### src/rtl/fetch_stage_pkg.sv
// Types and constants shared between the fetch stage, its skid buffer and decode.
package fetch_stage_pkg;

  localparam int          XLEN   = 64;
  localparam int          ILEN   = 32;
  localparam logic [63:0] PCINIT = 64'h8000_0000;

  typedef struct packed {
    logic [XLEN-1:0] pc;
    logic [ILEN-1:0] raw_instr;
  } fetch_data_t;

  typedef struct packed {
    logic            valid;
    logic [XLEN-1:0] addr;
  } ibus_req_t;

  typedef struct packed {
    logic            data_ok;
    logic [ILEN-1:0] data;
  } ibus_resp_t;

  typedef enum logic [1:0] {FETCH, HOLD, KILL} fetch_state_t;

endpackage

### src/rtl/fetch_skid.sv
// One-entry {pc, instr} buffer that catches a response arriving while decode stalls.
module fetch_skid
  import fetch_stage_pkg::*;
(
  input  logic        clk,
  input  logic        reset_n,
  input  logic        load,
  input  fetch_data_t load_data,
  input  logic        drain,
  input  logic        clear,
  output logic        valid,
  output fetch_data_t data
);

  logic        valid_q, valid_d;
  fetch_data_t data_q, data_d;

  // Clear (redirect) beats load so a killed response can never linger here.
  always_comb begin
    valid_d = valid_q;
    data_d  = data_q;
    if (clear) begin
      valid_d = 1'b0;
      data_d  = '0;
    end else if (load) begin
      valid_d = 1'b1;
      data_d  = load_data;
    end else if (drain) begin
      valid_d = 1'b0;
    end
  end

  always_ff @(posedge clk or negedge reset_n) begin
    if (!reset_n) begin
      valid_q <= 1'b0;
      data_q  <= '0;
    end else begin
      valid_q <= valid_d;
      data_q  <= data_d;
    end
  end

  assign valid = valid_q;
  assign data  = data_q;

endmodule

### src/rtl/fetch_stage.sv
// Instruction fetch with F/D register: owns the PC, drives a hold-until-data_ok
// request, absorbs decode stalls in a skid entry and discards killed responses.
module fetch_stage #(
  parameter logic [63:0] PCINIT = fetch_stage_pkg::PCINIT,
  parameter int          ILEN   = fetch_stage_pkg::ILEN
) (
  input  logic                         clk,
  input  logic                         reset_n,
  output logic                         ireq_valid,
  output logic [63:0]                  ireq_addr,
  input  logic                         iresp_data_ok,
  input  logic [ILEN-1:0]              iresp_data,
  input  logic                         stall,
  input  logic                         redirect_valid,
  input  logic [63:0]                  redirect_pc,
  output fetch_stage_pkg::fetch_data_t dataF,
  output logic                         validF
);
  import fetch_stage_pkg::*;

  fetch_state_t state_q, state_d;
  logic [63:0]  pc_q, pc_d;
  ibus_req_t    req_q, req_d;
  ibus_resp_t   resp;
  fetch_data_t  data_q, data_d;
  logic         valid_q, valid_d;
  logic         done;
  logic         skid_load, skid_drain, skid_clear, skid_valid;
  fetch_data_t  skid_in, skid_out;

  assign resp    = '{data_ok: iresp_data_ok, data: iresp_data};
  assign done    = req_q.valid && resp.data_ok;
  assign skid_in = '{pc: req_q.addr, raw_instr: resp.data};

  fetch_skid u_skid (
    .clk      (clk),
    .reset_n  (reset_n),
    .load     (skid_load),
    .load_data(skid_in),
    .drain    (skid_drain),
    .clear    (skid_clear),
    .valid    (skid_valid),
    .data     (skid_out)
  );

  always_ff @(posedge clk or negedge reset_n) begin
    if (!reset_n) state_q <= FETCH;
    else          state_q <= state_d;
  end

  always_comb begin
    state_d = state_q;
    if (redirect_valid) begin
      state_d = (req_q.valid && !resp.data_ok) ? KILL : FETCH;
    end else begin
      case (state_q)
        FETCH:   if (done && stall) state_d = HOLD;
        HOLD:    if (!stall)        state_d = FETCH;
        KILL:    if (done)          state_d = FETCH;
        default: state_d = FETCH;
      endcase
    end
  end

  always_comb begin
    pc_d       = pc_q;
    req_d      = req_q;
    data_d     = data_q;
    valid_d    = valid_q;
    skid_load  = 1'b0;
    skid_drain = 1'b0;
    skid_clear = 1'b0;
    if (redirect_valid) begin
      // An uncompleted request stays on the bus (KILL); otherwise the bus idles
      // for one cycle and the target is issued from pc next.
      pc_d       = redirect_pc;
      valid_d    = 1'b0;
      skid_clear = 1'b1;
      if (done || !req_q.valid) req_d.valid = 1'b0;
    end else begin
      case (state_q)
        FETCH: begin
          if (!req_q.valid) begin
            req_d = '{valid: 1'b1, addr: pc_q};
            if (!stall) valid_d = 1'b0;
          end else if (done) begin
            req_d.valid = 1'b0;
            pc_d        = pc_q + 64'd4;
            if (stall) begin
              skid_load = 1'b1;
            end else begin
              data_d  = skid_in;
              valid_d = 1'b1;
            end
          end else if (!stall) begin
            valid_d = 1'b0;
          end
        end
        HOLD: begin
          if (!stall) begin
            data_d     = skid_out;
            valid_d    = skid_valid;
            skid_drain = 1'b1;
          end
        end
        KILL: begin
          valid_d = 1'b0;
          if (done) req_d.valid = 1'b0;
        end
        default: ;
      endcase
    end
  end

  always_ff @(posedge clk or negedge reset_n) begin
    if (!reset_n) begin
      pc_q    <= PCINIT;
      req_q   <= '0;
      data_q  <= '0;
      valid_q <= 1'b0;
    end else begin
      pc_q    <= pc_d;
      req_q   <= req_d;
      data_q  <= data_d;
      valid_q <= valid_d;
    end
  end

  assign ireq_valid = req_q.valid;
  assign ireq_addr  = req_q.addr;
  assign dataF      = data_q;
  assign validF     = valid_q;

endmodule
### config.mk
export PLATFORM = sky130hd
export DESIGN_NAME = fetch_stage
export DESIGN_NICKNAME = d
export VERILOG_FILES = /design/src/rtl/fetch_stage_pkg.sv /design/src/rtl/fetch_skid.sv /design/src/rtl/fetch_stage.sv
export SDC_FILE = /design/constraint.sdc
export NUM_CORES = 1
export LEC_CHECK = 0
export ABC_AREA = 1
export BUFFER_PORTS_ARGS = -buffer_cell sky130_fd_sc_hd__buf_4
export CORE_MARGIN = 2
export CORE_UTILIZATION = 40
export CTS_BUF_LIST = sky130_fd_sc_hd__clkbuf_16
export DETAILED_ROUTE_END_ITERATION = 8
export GPL_ROUTABILITY_DRIVEN = 0
export GPL_TIMING_DRIVEN = 0
export PLACE_DENSITY = 0.69
export SYNTH_ARGS = -nofsm -noshare
export SYNTH_HDL_FRONTEND = slang
export SYNTH_HIERARCHICAL = 1
export SYNTH_SLANG_ARGS = --single-unit
### constraint.sdc
create_clock -name clk -period 3.38 [get_ports clk]
set_input_delay 0.676 -clock clk [delete_from_list [all_inputs] [get_ports clk]]
set_output_delay 0.676 -clock clk [all_outputs]
set_load 0.03 [all_outputs]
==> results.sh <==
export IMPL_yosys_cell_types_count=37
export IMPL_clock_path_buffers=3
export IMPL_crit_reg2reg_capture="dataF[55]"
export IMPL_synth_top_area_frac=0.509
export IMPL_path_class="flop to flop"
export IMPL_routedWlPerCell_microns=18.5
export IMPL_synthMostInstantiatedCell="sky130_fd_sc_hd__nand2_1"
export IMPL_dp_cells=2754
export IMPL_critical_path_reg2reg_startpoint="state_q[1]"
export IMPL_rr_worst_depth=10
export IMPL_layoutNonFillerInstCount=2818
export IMPL_gr_total_overflow=0
export IMPL_timing_final_crit_share=0.756
export IMPL_number_of_synthesized_flops_with_an_enable_pin=0
export IMPL_ir_worst_vdd_uv=436
export IMPL_chipHeight_microns=204
export IMPL_leading_post_synthesis_cells_by_cell_area="sky130_fd_sc_hd__dfrtp_1 51%, sky130_fd_sc_hd__nand2_1 15%, sky130_fd_sc_hd__nand3_1 5.5%, sky130_fd_sc_hd__o21ai_0 5.3%, sky130_fd_sc_hd__o21a_1 4.5%"
export IMPL_layout_nets=2373
export IMPL_cts_root_buf="sky130_fd_sc_hd__clkbuf_16"
export IMPL_cts_resized_gates=0
export IMPL_cellLeakagePower_nw=9.33
export IMPL_grt_pass1_vias=14443
export IMPL_final_setup_fails=0
export IMPL_final_layout_size_suffix_gt1_frac=0.215
export IMPL_crit_path_launch="state_q[1]"
export IMPL_synthTopCellsByCount="627 x sky130_fd_sc_hd__nand2_1, 324 x sky130_fd_sc_hd__dfrtp_1, 174 x sky130_fd_sc_hd__nand3_1"
export IMPL_grt_pass1_wl_microns=80900
export IMPL_worstPathRequired_ns=3.79
export IMPL_p_total_mw=17.0
export IMPL_slew_headroom=0.467
export IMPL_fmax_mhz=391
export IMPL_netlist_instances=1965
export IMPL_worstSetupStartpointType="flop"
export IMPL_dp_hpwl_microns=39400
export IMPL_grt_antenna_before_repair=2
export IMPL_via_per_inst=5.23
export IMPL_detailroute_via_count=14732
export IMPL_antenna_cells=0
export IMPL_unrepaired_setup_endpoints_after_global_routing="false"
export IMPL_warning_count_from_the_yosys_run=6
export IMPL_crit_fanout=10
export IMPL_synth_largest_area_cell="sky130_fd_sc_hd__dfrtp_1"
export IMPL_port_buffers=262
export IMPL_row_count=73
export IMPL_timing_final_max_slew_violations=0
export IMPL_place_worst_setup_slack_ns=0.772
export IMPL_drc=0
export IMPL_grt_max_degree=122
export IMPL_min_delay_path_class="primary input to async pin"
export IMPL_p_per_area_nw_per_um2=861
export IMPL_timing_critical_path_arrival_ns=2.97
export IMPL_drv_max_cap_violation_count=0
export IMPL_hold_viol_final=0
export IMPL_post_cts_buffers=0
export IMPL_postRouteWirelength_microns=52100
export IMPL_initial_core_utilization=0.403
export IMPL_detail_route_iter0_violations=1368
export IMPL_run_status="complete, no violations"
export IMPL_cts_inserted_buffers=37
export IMPL_async_flop_share=1.00
export IMPL_regToRegSetupSlack_ns=0.82
export IMPL_area_of_the_multi_input_gates_sq_um=6880
export IMPL_crit_path_end_kind="flop"
export IMPL_die_w_microns=204
export IMPL_htree_num_levels=2
export IMPL_layout_filler_cells=3846
export IMPL_num_io_pins=263
export IMPL_clock_sink_count=325
export IMPL_synth_main_ff_cell="sky130_fd_sc_hd__dfrtp_1"
export IMPL_drt_pre_antenna_iters=6
export IMPL_share_of_the_yosys_chip_area_belonging_to_registers=0.511
export IMPL_layout_area_overhead_vs_synth_pct=23.8
export IMPL_coreArea_sq_um=39500
export IMPL_final_seq_area_sq_um=8130
export IMPL_synthesis_nets=2070
export IMPL_cp_endpoint="dataF[55]"
export IMPL_timing_final_ws_setup_ns=0.824
export IMPL_clock_latency_of_the_later_clocked_register_in_the_worst_skew_pair_ns=0.53
export IMPL_final_antenna_net_count=0
export IMPL_summed_instance_area_of_the_synthesized_netlist_sq_um=15900
export IMPL_cts_tree="yes"
export IMPL_postSynthRegisterBits=325
export IMPL_path_clk_slew_ns=0.06
export IMPL_floorplan_die_area_sq_um=41400
export IMPL_finalCriticalPeriod_ns=2.56
export IMPL_track_usage=0.251
export IMPL_cts_hold_buffers_added=0
export IMPL_tightest_slew_ns=0.800
export IMPL_finalClockSkew_ns=0.0143
export IMPL_syn_area_per_cell_sq_um=8.11
worst min-delay path by stage:
stage | depth (start not counted) | start | slack [ns] | to
2_1_floorplan | 0 | reset_n | 0.38 | dataF[0]
3_3_place_gp | 2 | u_skid/data[94] | 0.45 | u_skid/data[94]
3_5_place_dp | 2 | u_skid/data[4] | 0.45 | u_skid/data[4]
4_1_cts | 1 | reset_n | 0.18 | u_skid/data[22]
5_1_grt | 1 | reset_n | 0.20 | dataF[5]
6_report | 1 | reset_n | 0.15 | dataF[1]
placed cells by master, fill, tap and decap left out, drive strengths merged, types with 4 or more instances in the layout:
master,synthesis,final
a21oi,13,13
buf,51,315
clkbuf,55,92
clkinv,1,18
dfrtp,324,324
ha,4,4
inv,98,104
mux2,8,8
nand2,629,629
nand3,174,174
nand4,17,17
nor2,155,155
nor3,13,13
o211ai,19,19
o21a,96,96
o21ai,183,183
o21bai,6,6
or2,95,95
xor2,11,11
cell type report:
class,count,area share
flip-flops and latches,325,0.412
plain buffers,106,0.0278
multi-input cells,1435,0.349
clock buffers,37,0.0469
inverters,99,0.0188
clock inverters,27,0.00914
repair buffers,264,0.103
well taps,525,0.0333
routing by layer:
layer / part of all wire / wire, microns / vias up / global-route usage
li1: - / - / 6990 / -
met1: 0.42 / 22000 / 7020 / 0.333
met2: 0.46 / 24000 / 601 / 0.410
met3: 0.080 / 4160 / 117 / 0.0487
met4: 0.036 / 1880 / 4 / 0.0912
met5: 0.00052 / 27 / - / 0
power by group:
| part | total [mW] | switching (mW) | internal, mW |
|---|---|---|---|
| Clock | 3.74 | 1.60 | 2.14 |
| Combinational | 7.10 | 4.39 | 2.71 |
| Sequential | 6.14 | 1.11 | 5.04 |
stage by stage:
stage	TNS (ns)	hold slack, ns	util	instance area [sq um]
after floorplan	0	0.380	-	15900
after global placement	-422.08	0.446	0.469	18600
after detailed placement	0	0.451	0.471	18600
after CTS	0	0.181	0.499	19700
after global routing	0	0.203	0.499	19700
final	0	0.153	0.499	19700
cell families (layout without fill, tap and decap cells):
logic type	after synthesis	count (layout)	synth area share
DFF	325	325	0.511
xor gates and xnor gates	11	11	0.00605
adders and majority gates	4	4	0.00314
muxes	8	8	0.00566
buffers and inverters	205	533	0.0577
AOI/OAI and AO/OA	329	329	0.124
and+or+nand+nor	1083	1083	0.292
worst max-delay path, cell delays in order, from the launching register on:
cell                      delay [ns]
sky130_fd_sc_hd__dfrtp_1        0.39
sky130_fd_sc_hd__inv_1          0.08
sky130_fd_sc_hd__ha_1           0.13
sky130_fd_sc_hd__buf_2          0.35
sky130_fd_sc_hd__buf_2          0.35
sky130_fd_sc_hd__a21oi_1        0.12
sky130_fd_sc_hd__nor3_2         0.22
sky130_fd_sc_hd__buf_4          0.33
sky130_fd_sc_hd__buf_4          0.23
sky130_fd_sc_hd__nand2_1        0.11
sky130_fd_sc_hd__o21a_1         0.12
state kept, by name, summed over array words and instances (netlist names):
register,flops
u_skid/data,96
ireq_addr,64
state_q,2
pc_q,64
ireq_valid,1
u_skid/valid,1
dataF,96
validF,1
No activity file was read; power rests on OpenSTA's default activity.
